## src/rtl/fetch_redirect_ctrl.sv

```systemverilog
// rtl/fetch_redirect_ctrl.sv - fetch-stage redirect arbiter with pending hold, halt FSM and mispredict counter
`ifndef IM_ADDR_NBIT
`define IM_ADDR_NBIT 32
`endif

module fetch_redirect_ctrl #(
  parameter int AW = `IM_ADDR_NBIT
) (
  input  logic          clk,
  input  logic          rst,
  input  logic          en,
  input  logic          stall_if,
  input  logic          ex_mispred,
  input  logic [AW-1:0] ex_pc_new,
  input  logic          id_jump,
  input  logic [AW-1:0] id_pc_new,
  input  logic          bht_taken,
  input  logic [AW-1:0] bht_target,
  input  logic          halt_req,
  input  logic          resume,
  output logic          pc_en,
  output logic          pc_ld_wtg,
  output logic          pc_ld_bht,
  output logic [AW-1:0] wtg_pc_new,
  output logic [AW-1:0] bht_pc_new,
  output logic          flush_if_id,
  output logic          flush_id_ex,
  output logic          halted,
  output logic [15:0]   mispred_cnt
);

  typedef enum logic {RUN, HALTED} state_e;

  // Kind encoding is ordered so that numeric compare equals priority compare.
  localparam logic [1:0] K_NONE = 2'd0;
  localparam logic [1:0] K_BHT  = 2'd1;
  localparam logic [1:0] K_ID   = 2'd2;
  localparam logic [1:0] K_EX   = 2'd3;

  state_e        state_q;
  logic          halted_q;
  logic          pend_valid_q, pend_valid_d;
  logic [1:0]    pend_kind_q, pend_kind_d;
  logic [AW-1:0] pend_pc_q, pend_pc_d;
  logic [15:0]   cnt_q, cnt_d;

  logic [1:0]    live_k, pend_k, sel_k;
  logic [AW-1:0] live_pc;
  logic          use_pend, issue;

  always_comb begin
    live_k  = ex_mispred ? K_EX : id_jump ? K_ID : bht_taken ? K_BHT : K_NONE;
    live_pc = ex_mispred ? ex_pc_new : id_jump ? id_pc_new : bht_target;
    pend_k  = pend_valid_q ? pend_kind_q : K_NONE;
    use_pend = pend_k > live_k;
    sel_k   = use_pend ? pend_k : live_k;
    // A selected EX redirect, live or pending, overrides the hazard stall.
    issue   = en && (state_q == RUN) && (!stall_if || (sel_k == K_EX));

    pc_en       = issue;
    pc_ld_wtg   = issue && (sel_k == K_EX || sel_k == K_ID);
    pc_ld_bht   = issue && (sel_k == K_BHT);
    flush_if_id = issue && (sel_k == K_EX || sel_k == K_ID);
    flush_id_ex = issue && (sel_k == K_EX);
    wtg_pc_new  = (use_pend && pend_k != K_BHT) ? pend_pc_q :
                  (ex_mispred ? ex_pc_new : id_pc_new);
    bht_pc_new  = (use_pend && pend_k == K_BHT) ? pend_pc_q : bht_target;
    halted      = halted_q;
    mispred_cnt = cnt_q;

    pend_valid_d = pend_valid_q;
    pend_kind_d  = pend_kind_q;
    pend_pc_d    = pend_pc_q;
    cnt_d        = cnt_q;
    if (issue) begin
      pend_valid_d = 1'b0;
      if (sel_k == K_EX && cnt_q != 16'hFFFF) cnt_d = cnt_q + 16'd1;
    end else if (en && live_k != K_NONE && live_k >= pend_k) begin
      pend_valid_d = 1'b1;
      pend_kind_d  = live_k;
      pend_pc_d    = live_pc;
    end
  end

  always_ff @(posedge clk) begin
    if (rst) begin
      state_q      <= RUN;
      halted_q     <= 1'b0;
      pend_valid_q <= 1'b0;
      pend_kind_q  <= K_NONE;
      pend_pc_q    <= '0;
      cnt_q        <= 16'd0;
    end else if (en) begin
      pend_valid_q <= pend_valid_d;
      pend_kind_q  <= pend_kind_d;
      pend_pc_q    <= pend_pc_d;
      cnt_q        <= cnt_d;
      case (state_q)
        RUN: if (halt_req) begin
          state_q  <= HALTED;
          halted_q <= 1'b1;
        end
        HALTED: if (resume) begin
          state_q  <= RUN;
          halted_q <= 1'b0;
        end
        default: begin
          state_q  <= RUN;
          halted_q <= 1'b0;
        end
      endcase
    end
  end

endmodule

```

## config.mk

```make
export PLATFORM = sky130hd
export DESIGN_NAME = fetch_redirect_ctrl
export DESIGN_NICKNAME = d
export VERILOG_FILES = /design/src/rtl/fetch_redirect_ctrl.sv
export SDC_FILE = /design/constraint.sdc
export NUM_CORES = 1
export LEC_CHECK = 0
export CORE_MARGIN = 3
export CORE_UTILIZATION = 33
export DETAILED_ROUTE_END_ITERATION = 7
export PLACE_DENSITY = 0.64
export SLEW_MARGIN = 20
export SYNTH_ARGS = -nofsm -noshare
export SYNTH_HDL_FRONTEND = slang
export SYNTH_SLANG_ARGS = --single-unit
```

## constraint.sdc

```tcl
create_clock -name clk -period 3.2 [get_ports clk]
set_clock_uncertainty 0.15 [all_clocks]
set_input_delay 0.48 -clock clk [delete_from_list [all_inputs] [get_ports clk]]
set_output_delay 0.48 -clock clk [all_outputs]
set_load 0.01 [all_outputs]
```

==> flow_metrics.tcl <==
set metrics [dict create \
    status "finished clean" \
    clkPwrFrac_pct 27.8 \
    ir_drop_uv 235 \
    areaGrowthSynthToFinish_pct 59.7 \
    worst_pin_slew_ns 0.833 \
    floorplan.core_area_mm2 0.0123 \
    tritoncts_clock_tree "yes" \
    p_seq_share_pct 37.3 \
    grt_max_degree 97 \
    synth_nets 659 \
    layout.nets 846 \
    gp_congestion 0.788 \
    route.antenna.remaining_nets 0 \
    achievable_freq_ghz 0.322 \
    register_bit_total_from_synthesis 53 \
    element_type_at_the_critical_path_end "primary output" \
    critPathKind "in -> out" \
    post-layout-total-power_w 0.00192 \
    power_frac_comb_pct 34.8 \
    post-place-ws_ns -0.417 \
    layout.cells.most_common "clkdlybuf4s50_1" \
    drt_pass1_iterations 5 \
    routedWlPerCell_um 17.2 \
    num_vias 4780 \
    postPlaceCellArea_mm2 0.00638 \
    synth_async_sr_flop_share_pct 0 \
    critical-path-top-delay-family "buffers and inverters" \
    grt_setup_unrepaired "false" \
    row_count 40 \
    grt_pass1_vias 4731 \
    synth_warnings 0 \
    die_w_um 119 \
    cp_cell_sequence "buf_2, nor2_4, inv_2, ha_4, nor2b_4, buf_4, nor4_4, buf_6, buf_8, buf_12, mux2_2, buf_2" \
    floorplan.die_area_mm2 0.0142 \
    critical_path_required_ns 2.57 \
    dp.cells 887 \
    hpwl_um 10800 \
    layout_min_cycle_time_ns 3.11 \
    slew_headroom_pct 44.5 \
    ys_dominant_reg_cell "dfxtp_1" \
    internal_power_w 0.00136 \
    layout_cell_share_with_drive_strength_beyond_1_pct 15.3 \
    power.static_leakage_nw 2.60 \
    hold_path.class "reg -> reg" \
    totalWireLength_um 15500 \
    synthesis.instances 550 \
    post_synth_instance_area_mm2 0.00424 \
    cpMostUsedCell "buf_2" \
    path_max_fanout 6 \
    worstSkewPairLatency_ns 0.28 \
    p_per_area_mw_per_mm2 283 \
    maxCapViolations 0 \
    worst_path_bufs_invs 7 \
    final_area_mm2 0.00677 \
    power_switching_share_pct 29.0 \
    number_of_buffers_added_by_the_clock_tree_synthesis_step 5 \
    finalMaxSlewViolations 0 \
    remaining_drc_errors 0 \
    yosysUniqueCellTypes 45 \
    seq_area_frac_synth_pct 25.0 \
    total_switching_power_w 0.000556 \
    post-route-worst-setup-slack_ns 0.0933 \
    top_level_ports 191 \
    floorplan.initialDensity_pct 34.6 \
    cp.arrival_ns 2.48 \
    tritoncts_num_sinks 53 \
    grt_remaining_overflow 0 \
    antennaDiodeCount 0 \
    die-height_um 119 \
    initialDrtViolationCount 234 \
    critical_path.startpoint_type "input port" \
    grt_antenna_before_repair 0 \
    most-common-layout-cells "clkdlybuf4s50_1, mux2i_1, o21ai_0" \
    worst_path_max_delay_cell "mux2_2" \
    htree_num_levels 2 \
    finalSetupViolCount 0 \
    clock_pin_slew_reported_for_the_worst_setup_and_hold_paths_after_clock_tree_synthesis_ns 0.07 \
    critical_path.max_stage_delay_ns 0.32 \
    edff_count_synth 0 \
    tns_ns 0 \
    hold_viol 0 \
    grt_use_total_pct 20.7 \
    fin_crit_sh_pct 97.1 \
    clockRootBuffer "clkbuf_16" \
    io_buffer_count 190 \
    syn_avg_cell_area_um2 7.71 \
    global_route_wire_length_before_repair_um 24700 \
    cts.path.max_buffers 2 \
    count_of_non_filler_cells_in_the_finished_layout 905 \
    vias_per_cell 5.28 \
]
==> tightest hold or removal path: cells and delay by family (launching register included) <==
kind	cells	cell delay, ns
flip-flops	1	0.33
AND/OR/NAND/NOR	1	0.07
AO/OA/AOI/OAI	1	0.05
==> sequential cells by signal, summed over array words and instances, names as in the netlist <==
register	count
pend_kind_q	2
halted	1
pend_pc_q	32
pend_valid_q	1
state_q	1
mispred_cnt	16
==> metrics by stage <==
stage,hold slack (ns),utilization [%]
after floorplan,0.302,-
after global placement,0.321,52.0
after detailed placement,0.328,52.0
after CTS,0.340,54.3
after global routing,0.361,55.2
final,0.339,55.2
==> routing by layer <==
| metal | wire length [um] | vias up | global-route usage, % |
|---|---|---|---|
| met5 | 0 | - | 0 |
| met4 | 437 | 0 | 5.94 |
| met3 | 803 | 26 | 3.47 |
| met2 | 7710 | 176 | 37.5 |
| met1 | 6600 | 2209 | 25.1 |
| li1 | - | 2369 | - |
==> power groups by stage <==
stage                     sequential, W  clock [W]  combinational (W)
after floorplan                0.000721          0           0.000300
after global placement         0.000730          0           0.000655
after detailed placement       0.000730          0           0.000666
after CTS                      0.000716   0.000560           0.000655
after global routing           0.000719   0.000583           0.000723
final                          0.000716   0.000533           0.000668
==> worst paths after layout <==
| kind | from | to | slack, ns | depth (start not counted) |
|---|---|---|---|---|
| hold / removal | pend_pc_q[24] | pend_pc_q[24] | 0.34 | 2 |
| setup reg to reg | pend_valid_q | pend_kind_q[0] | 0.55 | 12 |
| hold reg to reg | pend_pc_q[24] | pend_pc_q[24] | 0.34 | 2 |
| setup / recovery | id_jump | bht_pc_new[13] | 0.09 | 12 |
==> final cells by class <==
| cell class | count | area (um2) |
|---|---|---|
| flip-flops and latches | 53 | 1070 |
| fillers | 1178 | 5490 |
| clock buffers | 7 | 143 |
| repair buffers | 225 | 2280 |
| well taps | 168 | 210 |
| inverters | 6 | 22.5 |
| multi-input cells | 446 | 3050 |
==> logic make-up after synthesis <==
| family | count (synthesis) | synth area share [%] |
|---|---|---|
| AOI/OAI and AO/OA | 135 | 16.9 |
| adders and majority gates | 4 | 1.18 |
| buffers and inverters | 51 | 5.70 |
| DFF | 53 | 25.0 |
| muxes | 99 | 24.4 |
| and+or+nand+nor | 208 | 26.8 |
==> synth_stat cells (2+ instances only) <==
cell type,n,area share (%)
nand3_1,6,0.71
buf_6,3,0.80
inv_1,4,0.35
nor3_1,5,0.59
or3_1,12,1.8
mux2_1,7,1.9
ha_1,4,1.2
a21oi_1,51,6.0
mux2i_1,64,15
buf_4,2,0.35
dfxtp_1,53,25
nor2_1,48,4.3
nand4b_1,2,0.41
o21a_1,2,0.35
nand2b_1,34,5.0
a211oi_1,2,0.35
nand4_1,3,0.44
mux2_2,28,7.4
clkbuf_1,21,1.9
buf_2,13,1.5
or4_1,34,6.0
nand3_2,2,0.47
inv_2,2,0.18
o21ai_1,21,2.5
o21ai_0,53,6.3
nor2b_1,4,0.59
clkbuf_2,3,0.35
buf_1,3,0.27
nand2_1,45,4.0
nor4_1,3,0.44
and3_1,2,0.30
==> timing repair <==
action / 4_1_cts / 5_1_grt
gates resized for setup: 99 / 64
pin swaps: 2 / 3
hold buffers: 0 / 0
gates cloned: 3 / 1
buffers inserted: 5 / 2
hold endpoints to repair: 0 / 0
setup endpoints to repair: 69 / 50
Power figures use the tool's default switching activity.
